## config.mk

```make
export PLATFORM = sky130hd
export DESIGN_NAME = write_master
export DESIGN_NICKNAME = d
export VERILOG_FILES = /design/src/rtl/write_master_pkg.sv /design/src/rtl/write_master_fifo.sv /design/src/rtl/write_master.sv
export SDC_FILE = /design/constraint.sdc
export NUM_CORES = 1
export LEC_CHECK = 0
export BUFFER_PORTS_ARGS = -buffer_cell sky130_fd_sc_hd__buf_2
export CAP_MARGIN = 20
export CELL_PAD_IN_SITES_DETAIL_PLACEMENT = 2
export CELL_PAD_IN_SITES_GLOBAL_PLACEMENT = 2
export CORE_ASPECT_RATIO = 0.7
export CORE_MARGIN = 10
export CORE_UTILIZATION = 30
export DETAILED_ROUTE_END_ITERATION = 10
export GPL_TIMING_DRIVEN = 0
export PLACE_DENSITY = 0.71
export SKIP_LAST_GASP = 1
export SLEW_MARGIN = 20
export SYNTH_ARGS = -nofsm -noshare
export SYNTH_HDL_FRONTEND = slang
export SYNTH_SLANG_ARGS = --single-unit
```

## constraint.sdc

```tcl
create_clock -name clk -period 4.7 [get_ports clk]
set_input_delay 0.94 -clock clk [delete_from_list [all_inputs] [get_ports clk]]
set_output_delay 0.94 -clock clk [all_outputs]
set_load 0.02 [all_outputs]
```

## src/rtl/write_master_pkg.sv

```systemverilog
// Shared definitions for the write_master capture stage: CSR word addresses,
// the capture state encoding and the value returned for unmapped CSR reads.
// Ports: none (package only).
package write_master_pkg;

  localparam logic [2:0] CSR_BASE    = 3'h0;
  localparam logic [2:0] CSR_LEN     = 3'h1;
  localparam logic [2:0] CSR_STEP    = 3'h2;
  localparam logic [2:0] CSR_START   = 3'h3;
  localparam logic [2:0] CSR_STATUS  = 3'h4;
  localparam logic [2:0] CSR_WRITTEN = 3'h5;
  localparam logic [2:0] CSR_OVF_CNT = 3'h6;
  localparam logic [2:0] CSR_SRST    = 3'h7;

  localparam logic [31:0] RD_DEFAULT = 32'hDEADBEEF;

  typedef enum logic [1:0] {
    IDLE  = 2'd0,
    RUN   = 2'd1,
    DRAIN = 2'd2,
    DONE  = 2'd3
  } state_t;

endpackage

```

## src/rtl/write_master_fifo.sv

```systemverilog
// Show-ahead sample FIFO: head is valid combinationally whenever not empty.
// Latency: push visible at head the cycle after; pop takes effect at the edge.
// Backpressure: push ignored when full unless a pop happens the same cycle; flush wins over both.
// Ports: clk, rst (async active-low), flush, push/push_data, pop, head, full, empty.
module write_master_fifo #(
  parameter int DEPTH = 16,
  parameter int W     = 16
) (
  input  logic         clk,
  input  logic         rst,
  input  logic         flush,
  input  logic         push,
  input  logic [W-1:0] push_data,
  input  logic         pop,
  output logic [W-1:0] head,
  output logic         full,
  output logic         empty
);

  localparam int AW = $clog2(DEPTH);
  localparam logic [AW:0] FULL_CNT = (AW+1)'(DEPTH);

  logic [W-1:0]  mem [DEPTH];
  logic [AW-1:0] wr_ptr;
  logic [AW-1:0] rd_ptr;
  logic [AW:0]   count;
  logic          do_push;
  logic          do_pop;

  assign empty   = (count == '0);
  assign full    = (count == FULL_CNT);
  assign do_pop  = pop && !empty;
  // A pop in the same cycle frees the slot, so a full FIFO can still take a push.
  assign do_push = push && (!full || do_pop);
  assign head    = mem[rd_ptr];

  always_ff @(posedge clk) begin
    if (do_push && !flush) begin
      mem[wr_ptr] <= push_data;
    end
  end

  always_ff @(posedge clk or negedge rst) begin
    if (!rst) begin
      wr_ptr <= '0;
      rd_ptr <= '0;
      count  <= '0;
    end else if (flush) begin
      wr_ptr <= '0;
      rd_ptr <= '0;
      count  <= '0;
    end else begin
      if (do_push) wr_ptr <= wr_ptr + 1'b1;
      if (do_pop)  rd_ptr <= rd_ptr + 1'b1;
      case ({do_push, do_pop})
        2'b10:   count <= count + 1'b1;
        2'b01:   count <= count - 1'b1;
        default: count <= count;
      endcase
    end
  end

endmodule

```

## src/rtl/write_master.sv

```systemverilog
// Stream-to-DDR3 capture: buffers 16-bit samples and writes them out via an Avalon-MM master.
// Latency: vin in cycle t presents ddr_write in t+1; CSR reads return one cycle after read.
// Backpressure: ddr_waitrequest freezes addr/data/write; a full FIFO drops samples (sticky flag).
// Ports: clk, rst (async active-low); stream d_in/vin; Avalon master ddr_*; CSR slave addr/read/
// write/writedata/readdata; done. Optional WRITE_MASTER_OVF_CNT_EN adds a dropped-sample counter at 0x6.
module write_master
  import write_master_pkg::*;
#(
  parameter int FIFO_DEPTH = 16,
  parameter int ADDR_W     = 32
) (
  input  logic               clk,
  input  logic               rst,
  input  logic signed [15:0] d_in,
  input  logic               vin,
  output logic [ADDR_W-1:0]  ddr_addr,
  output logic               ddr_write,
  output logic signed [15:0] ddr_writedata,
  input  logic               ddr_waitrequest,
  input  logic [2:0]         addr,
  input  logic               read,
  input  logic               write,
  input  logic [31:0]        writedata,
  output logic [31:0]        readdata,
  output logic               done
);

  state_t            state_q;
  state_t            state_d;
  logic [ADDR_W-1:0] base_q;
  logic [31:0]       len_q;
  logic [31:0]       step_q;
  logic [ADDR_W-1:0] addr_q;
  logic [31:0]       acc_q;
  logic [31:0]       wr_q;
  logic [31:0]       acc_nxt;
  logic [31:0]       wr_nxt;
  logic              ovf_q;

  logic              busy;
  logic              start_ok;
  logic              srst;
  logic              take;
  logic              push;
  logic              pop;
  logic              drop;
  logic              fifo_full;
  logic              fifo_empty;
  logic [15:0]       fifo_head;

  assign busy     = (state_q == RUN) || (state_q == DRAIN);
  // Start is only honoured between captures; a start while busy is ignored.
  assign start_ok = write && (addr == CSR_START) && ((state_q == IDLE) || (state_q == DONE));
  assign srst     = write && (addr == CSR_SRST);

  assign ddr_write     = busy && !fifo_empty;
  assign ddr_writedata = ddr_write ? fifo_head : '0;
  assign ddr_addr      = addr_q;
  assign done          = (state_q == DONE);

  assign pop  = ddr_write && !ddr_waitrequest;
  // Samples past the programmed length are discarded without counting as overflow.
  assign take = (state_q == RUN) && vin && (acc_q < len_q);
  assign push = take && (!fifo_full || pop);
  assign drop = take && fifo_full && !pop;

  assign acc_nxt = acc_q + {31'd0, push};
  assign wr_nxt  = wr_q + {31'd0, pop};

  write_master_fifo #(
    .DEPTH (FIFO_DEPTH),
    .W     (16)
  ) u_fifo (
    .clk       (clk),
    .rst       (rst),
    .flush     (start_ok || srst),
    .push      (push),
    .push_data (d_in),
    .pop       (pop),
    .head      (fifo_head),
    .full      (fifo_full),
    .empty     (fifo_empty)
  );

  // Transitions look at next-cycle counter values so done rises the cycle
  // after the final write handshake rather than two cycles later.
  always_comb begin
    state_d = state_q;
    case (state_q)
      IDLE, DONE: begin
        if (start_ok) state_d = (len_q == '0) ? DONE : RUN;
      end
      RUN: begin
        if (acc_nxt == len_q) state_d = (wr_nxt == len_q) ? DONE : DRAIN;
      end
      DRAIN: begin
        if (wr_nxt == len_q) state_d = DONE;
      end
      default: state_d = IDLE;
    endcase
    if (srst) state_d = IDLE;
  end

  always_ff @(posedge clk or negedge rst) begin
    if (!rst) state_q <= IDLE;
    else      state_q <= state_d;
  end

  always_ff @(posedge clk or negedge rst) begin
    if (!rst) begin
      base_q <= '0;
      len_q  <= '0;
      step_q <= 32'd1;
    end else if (write) begin
      case (addr)
        CSR_BASE: base_q <= ADDR_W'(writedata);
        CSR_LEN:  len_q  <= writedata;
        CSR_STEP: step_q <= writedata;
        default:  ;
      endcase
    end
  end

  always_ff @(posedge clk or negedge rst) begin
    if (!rst) begin
      addr_q <= '0;
      acc_q  <= '0;
      wr_q   <= '0;
      ovf_q  <= 1'b0;
    end else if (start_ok) begin
      addr_q <= base_q;
      acc_q  <= '0;
      wr_q   <= '0;
      ovf_q  <= 1'b0;
    end else begin
      if (push) acc_q <= acc_nxt;
      if (pop) begin
        addr_q <= addr_q + ADDR_W'(step_q);
        wr_q   <= wr_nxt;
      end
      if (drop) ovf_q <= 1'b1;
    end
  end

`ifdef WRITE_MASTER_OVF_CNT_EN
  logic [31:0] ovf_cnt_q;

  always_ff @(posedge clk or negedge rst) begin
    if (!rst) begin
      ovf_cnt_q <= '0;
    end else if (start_ok) begin
      ovf_cnt_q <= '0;
    end else if (drop && (ovf_cnt_q != '1)) begin
      ovf_cnt_q <= ovf_cnt_q + 32'd1;
    end
  end
`endif

  always_ff @(posedge clk or negedge rst) begin
    if (!rst) begin
      readdata <= '0;
    end else if (read) begin
      case (addr)
        CSR_BASE:    readdata <= 32'(base_q);
        CSR_LEN:     readdata <= len_q;
        CSR_STEP:    readdata <= step_q;
        CSR_STATUS:  readdata <= {29'd0, ovf_q, busy, done};
        CSR_WRITTEN: readdata <= wr_q;
`ifdef WRITE_MASTER_OVF_CNT_EN
        CSR_OVF_CNT: readdata <= ovf_cnt_q;
`else
        CSR_OVF_CNT: readdata <= RD_DEFAULT;
`endif
        default:     readdata <= RD_DEFAULT;
      endcase
    end
  end

endmodule

```

==> impl_metrics.json <==
{
  "antenna_found_initial": 7,
  "synth_fp_nets": 2173,
  "gr-total-overflow": 0,
  "dr_total_vias": 19300,
  "maxCapViolCount": 0,
  "slowest_stage": "or4_4",
  "initial_core_util": 0.303,
  "critPathKind": "register to register",
  "cp_cell_sequence": "ha_1 -> a21o_1 -> a21o_1 -> a211oi_2 -> o31ai_4 -> a41o_1 -> a21oi_4 -> o21ai_4 -> clkinv_4 -> ha_4 -> nand4_1 -> or3_4 -> mux2_4 -> a21oi_2 -> a2111oi_4 -> nand3_1 -> or4_4 -> o41ai_4 -> and2_4 -> a211oi_2",
  "seq_area_frac_synth": 0.548,
  "cp_slowest_stage_delay_ns": 0.56,
  "grt_max_degree": 93,
  "setup_tns_ns": -0.613,
  "hold_ws_ns": 0.245,
  "fin_crit_ns": 5.01,
  "fp.dieW_um": 365,
  "clock_path_buffers": 3,
  "synthesis.area_sq_um": 25000,
  "io_buffers": 136,
  "synth_edf_count": 256,
  "peakVddDrop_mv": 0.274,
  "skew_ns": 0.0601,
  "rows": 88,
  "internal-power_mw": 10.0,
  "async_flop_share": 0.484,
  "violations": "setup timing",
  "h-tree-depth": 2,
  "gp_congestion": 0.889,
  "die_area_sq_um": 95400,
  "critPathBufInv": 1,
  "period_share": 1.07,
  "grt_use_total": 0.204,
  "pwr-share-clk": 0.264,
  "multi_input_area_sq_um": 11000,
  "power.density_nw_per_um2": 549,
  "dp.cells": 3256,
  "max_clock_freq_mhz": 200,
  "final_nets": 2413,
  "cp.arrival_ns": 5.54,
  "finalSetupViolations": 2,
  "fin_cells": 3402,
  "io_pins": 139,
  "ys_types": 90,
  "critPathMaxFanout": 8,
  "tightest_slew_ns": 1.11,
  "hpwl_mm": 71.6,
  "drt-initial-drc-count": 1852,
  "finalHoldViolations": 0,
  "fp.dieH_um": 261,
  "clk_latency_ns": 0.66,
  "hold_path.class": "primary input to asynchronous set/reset pin",
  "p_switching_mw": 6.39,
  "nFillCells": 8521,
  "clock_sinks": 496,
  "ctsHoldBuffers": 0,
  "synthCells": 2036,
  "synth_area_per_cell_sq_um": 12.3,
  "grt_first_pass_wirelength_mm": 146,
  "cp-start-kind": "register",
  "regArea_sq_um": 13700,
  "p_comb_frac": 0.392,
  "tritoncts": "built",
  "cts_buffers": 53,
  "ys.flop_type": "edfxtp_1",
  "ys_ff_latch": 496,
  "routed_wl_mm": 99.0,
  "grt_pass1_vias": 20700,
  "viasPerCell": 5.67,
  "drive_above_1_share": 0.246,
  "p_sw_frac": 0.390,
  "root_buffer": "clkbuf_16",
  "rsz0062_at_grt": "yes",
  "crit_required_ns": 5.23,
  "synthToLayoutAreaGrowth_pct": 19.6,
  "slew_headroom": 0.257,
  "leakage_nw": 11.4,
  "maxSlewViolCount": 0,
  "wire_per_inst_um": 29.1,
  "crit_family": "compound AO/OA/AOI/OAI gates",
  "yosysWarnings": 0,
  "dr.pass1.iters": 5,
  "drc": 0,
  "ant_nets": 0,
  "clkTransAtPathRegs_ns": 0.07,
  "fin_ws_ns": -0.310,
  "end_kind": "register",
  "core_sq_um": 82500,
  "p_seq_frac": 0.344,
  "status": "finished, violations left"
}
-- cell usage after synthesis, drive strengths merged (4+ instances only) --
cell type	number	area, sq um
xor2	39	342
o21bai	6	45.0
buf	26	119
xnor2	80	701
and4	11	97.6
nand2	117	442
a31oi	5	31.3
o2111ai	4	35.0
nor3b	6	45.0
o31ai	26	195
a221o	5	50.1
nor2	92	345
or2	4	25.0
mux2i	9	90.1
nor4	21	146
o41ai	5	51.3
a21oi	126	631
o211ai	10	75.1
nor3	26	135
a211oi	8	65.1
ha	78	976
or3	30	190
nand4	35	240
a22o	9	78.8
and2	30	191
mux4	80	1800
nor2b	26	163
a221oi	33	295
a21o	34	257
mux2	66	743
o22ai	10	62.6
dfrtp	239	5980
a22oi	45	338
nand2b	8	50.1
edfxtp	256	7690
clkbuf	90	352
and3	22	140
or4	14	110
o21ai	149	746
inv	76	285
nand3	40	200
-- through the flow --
step	worst slack, ns	utilization	power, mW	cell area, sq um
floorplan	0.000721	-	9.36	25000
global placement	-3.23	0.328	11.4	27100
detailed placement	-2.52	0.330	11.8	27200
CTS	-0.265	0.359	16.4	29600
global route	-0.493	0.362	17.2	29900
finish	-0.310	0.362	16.4	29900
-- state kept, by name, indices dropped and copies added, names as in the netlist --
register / flops
u_fifo.count: 5
base_q: 32
u_fifo.wr_ptr: 4
len_q: 32
state_q: 2
u_fifo.rd_ptr: 4
step_q: 32
ovf_q: 1
u_fifo.mem: 256
acc_q: 32
ddr_addr: 32
wr_q: 32
readdata: 32
-- power by group through the flow --
stage | sequential, mW | combinational, mW | clock, mW
after global placement | 5.69 | 5.69 | 0
after CTS | 5.64 | 6.33 | 4.40
final | 5.64 | 6.43 | 4.32
after detailed placement | 5.73 | 6.03 | 0
after floorplan | 5.69 | 3.68 | 0
after global routing | 5.70 | 6.93 | 4.58
-- placed cells by master (no fill, tap or decap), types with 9 or more instances in the layout --
cell type    n
o211ai_1    10
buf_2      144
o22ai_1     10
nor2b_1     26
buf_1        9
dfrtp_1    219
mux2_2      65
clkbuf_16   54
inv_1       70
xnor2_1     78
a22o_1       9
dfrtp_2     20
and3_1      18
and2_1      18
mux2i_1      9
o21ai_0    147
or4_1       10
edfxtp_1   256
clkbuf_1    80
o31ai_1     24
nand3_1     35
a21o_1      33
nand4_1     33
a22oi_1     45
ha_1        69
nor4_1      13
or3_1       25
nand2_1    116
clkinv_2    10
xor2_1      39
buf_4       57
clkbuf_8    12
a221oi_1    31
nor3_1      18
and4_1       9
a21oi_1    119
mux4_2      80
nor2_1      88
-- final cells by class --
| type | count | share of cell area |
|---|---|---|
| Antenna cell | 3 | 0.000251 |
| Buffer | 108 | 0.0178 |
| Clock buffer | 72 | 0.0505 |
| Clock inverter | 26 | 0.00888 |
| Inverter | 76 | 0.00997 |
| Multi-Input combinational cell | 1347 | 0.368 |
| Sequential cell | 496 | 0.459 |
| Tap cell | 1080 | 0.0452 |
| Timing Repair Buffer | 194 | 0.0401 |
-- repair_timing --
action                                  CTS  global route
buffers inserted                         32            21
pin swaps                                26            10
endpoints found under the setup margin  214            12
gates resized for setup                  92            37
-- layer usage --
metal	GRT usage	up-vias	routed length (um)
met4	0.0475	2	1920
li1	-	8232	-
met5	0	-	13
met2	0.327	603	46100
met3	0.0364	131	6290
met1	0.286	10300	44700
-- path summary, 6_finish.rpt --
| kind | slack, ns | endpoint | cells after the start | start |
|---|---|---|---|---|
| min | 0.24 | ddr_addr[7]$_DFFE_PN0P_ | 1 | rst |
| max | -0.31 | state_q[0]$_DFFE_PN0P_ | 20 | acc_q[8]$_DFFE_PN0P_ |
| min reg2reg | 0.52 | readdata[30]$_DFFE_PN0P_ | 1 | readdata[30]$_DFFE_PN0P_ |
| max reg2reg | -0.31 | state_q[0]$_DFFE_PN0P_ | 20 | acc_q[8]$_DFFE_PN0P_ |
| min in group clk | 0.52 | readdata[30]$_DFFE_PN0P_ | 1 | readdata[30]$_DFFE_PN0P_ |
| max in group asynchronous | 3.02 | len_q[24]$_DFFE_PN0P_ | 3 | rst |
-- logic make-up (layout without fill, tap and decap cells) --
kind of cell,count (synthesis),in the layout,synth area share
compound gates,503,503,0.129
xor+xnor,119,119,0.0417
fa+ha+maj,80,80,0.0407
buf+inv,193,476,0.0316
flops,496,496,0.548
mux,155,155,0.105
other cells,0,3,0
simple gates,490,490,0.104
(Power assumes the default switching activity.)
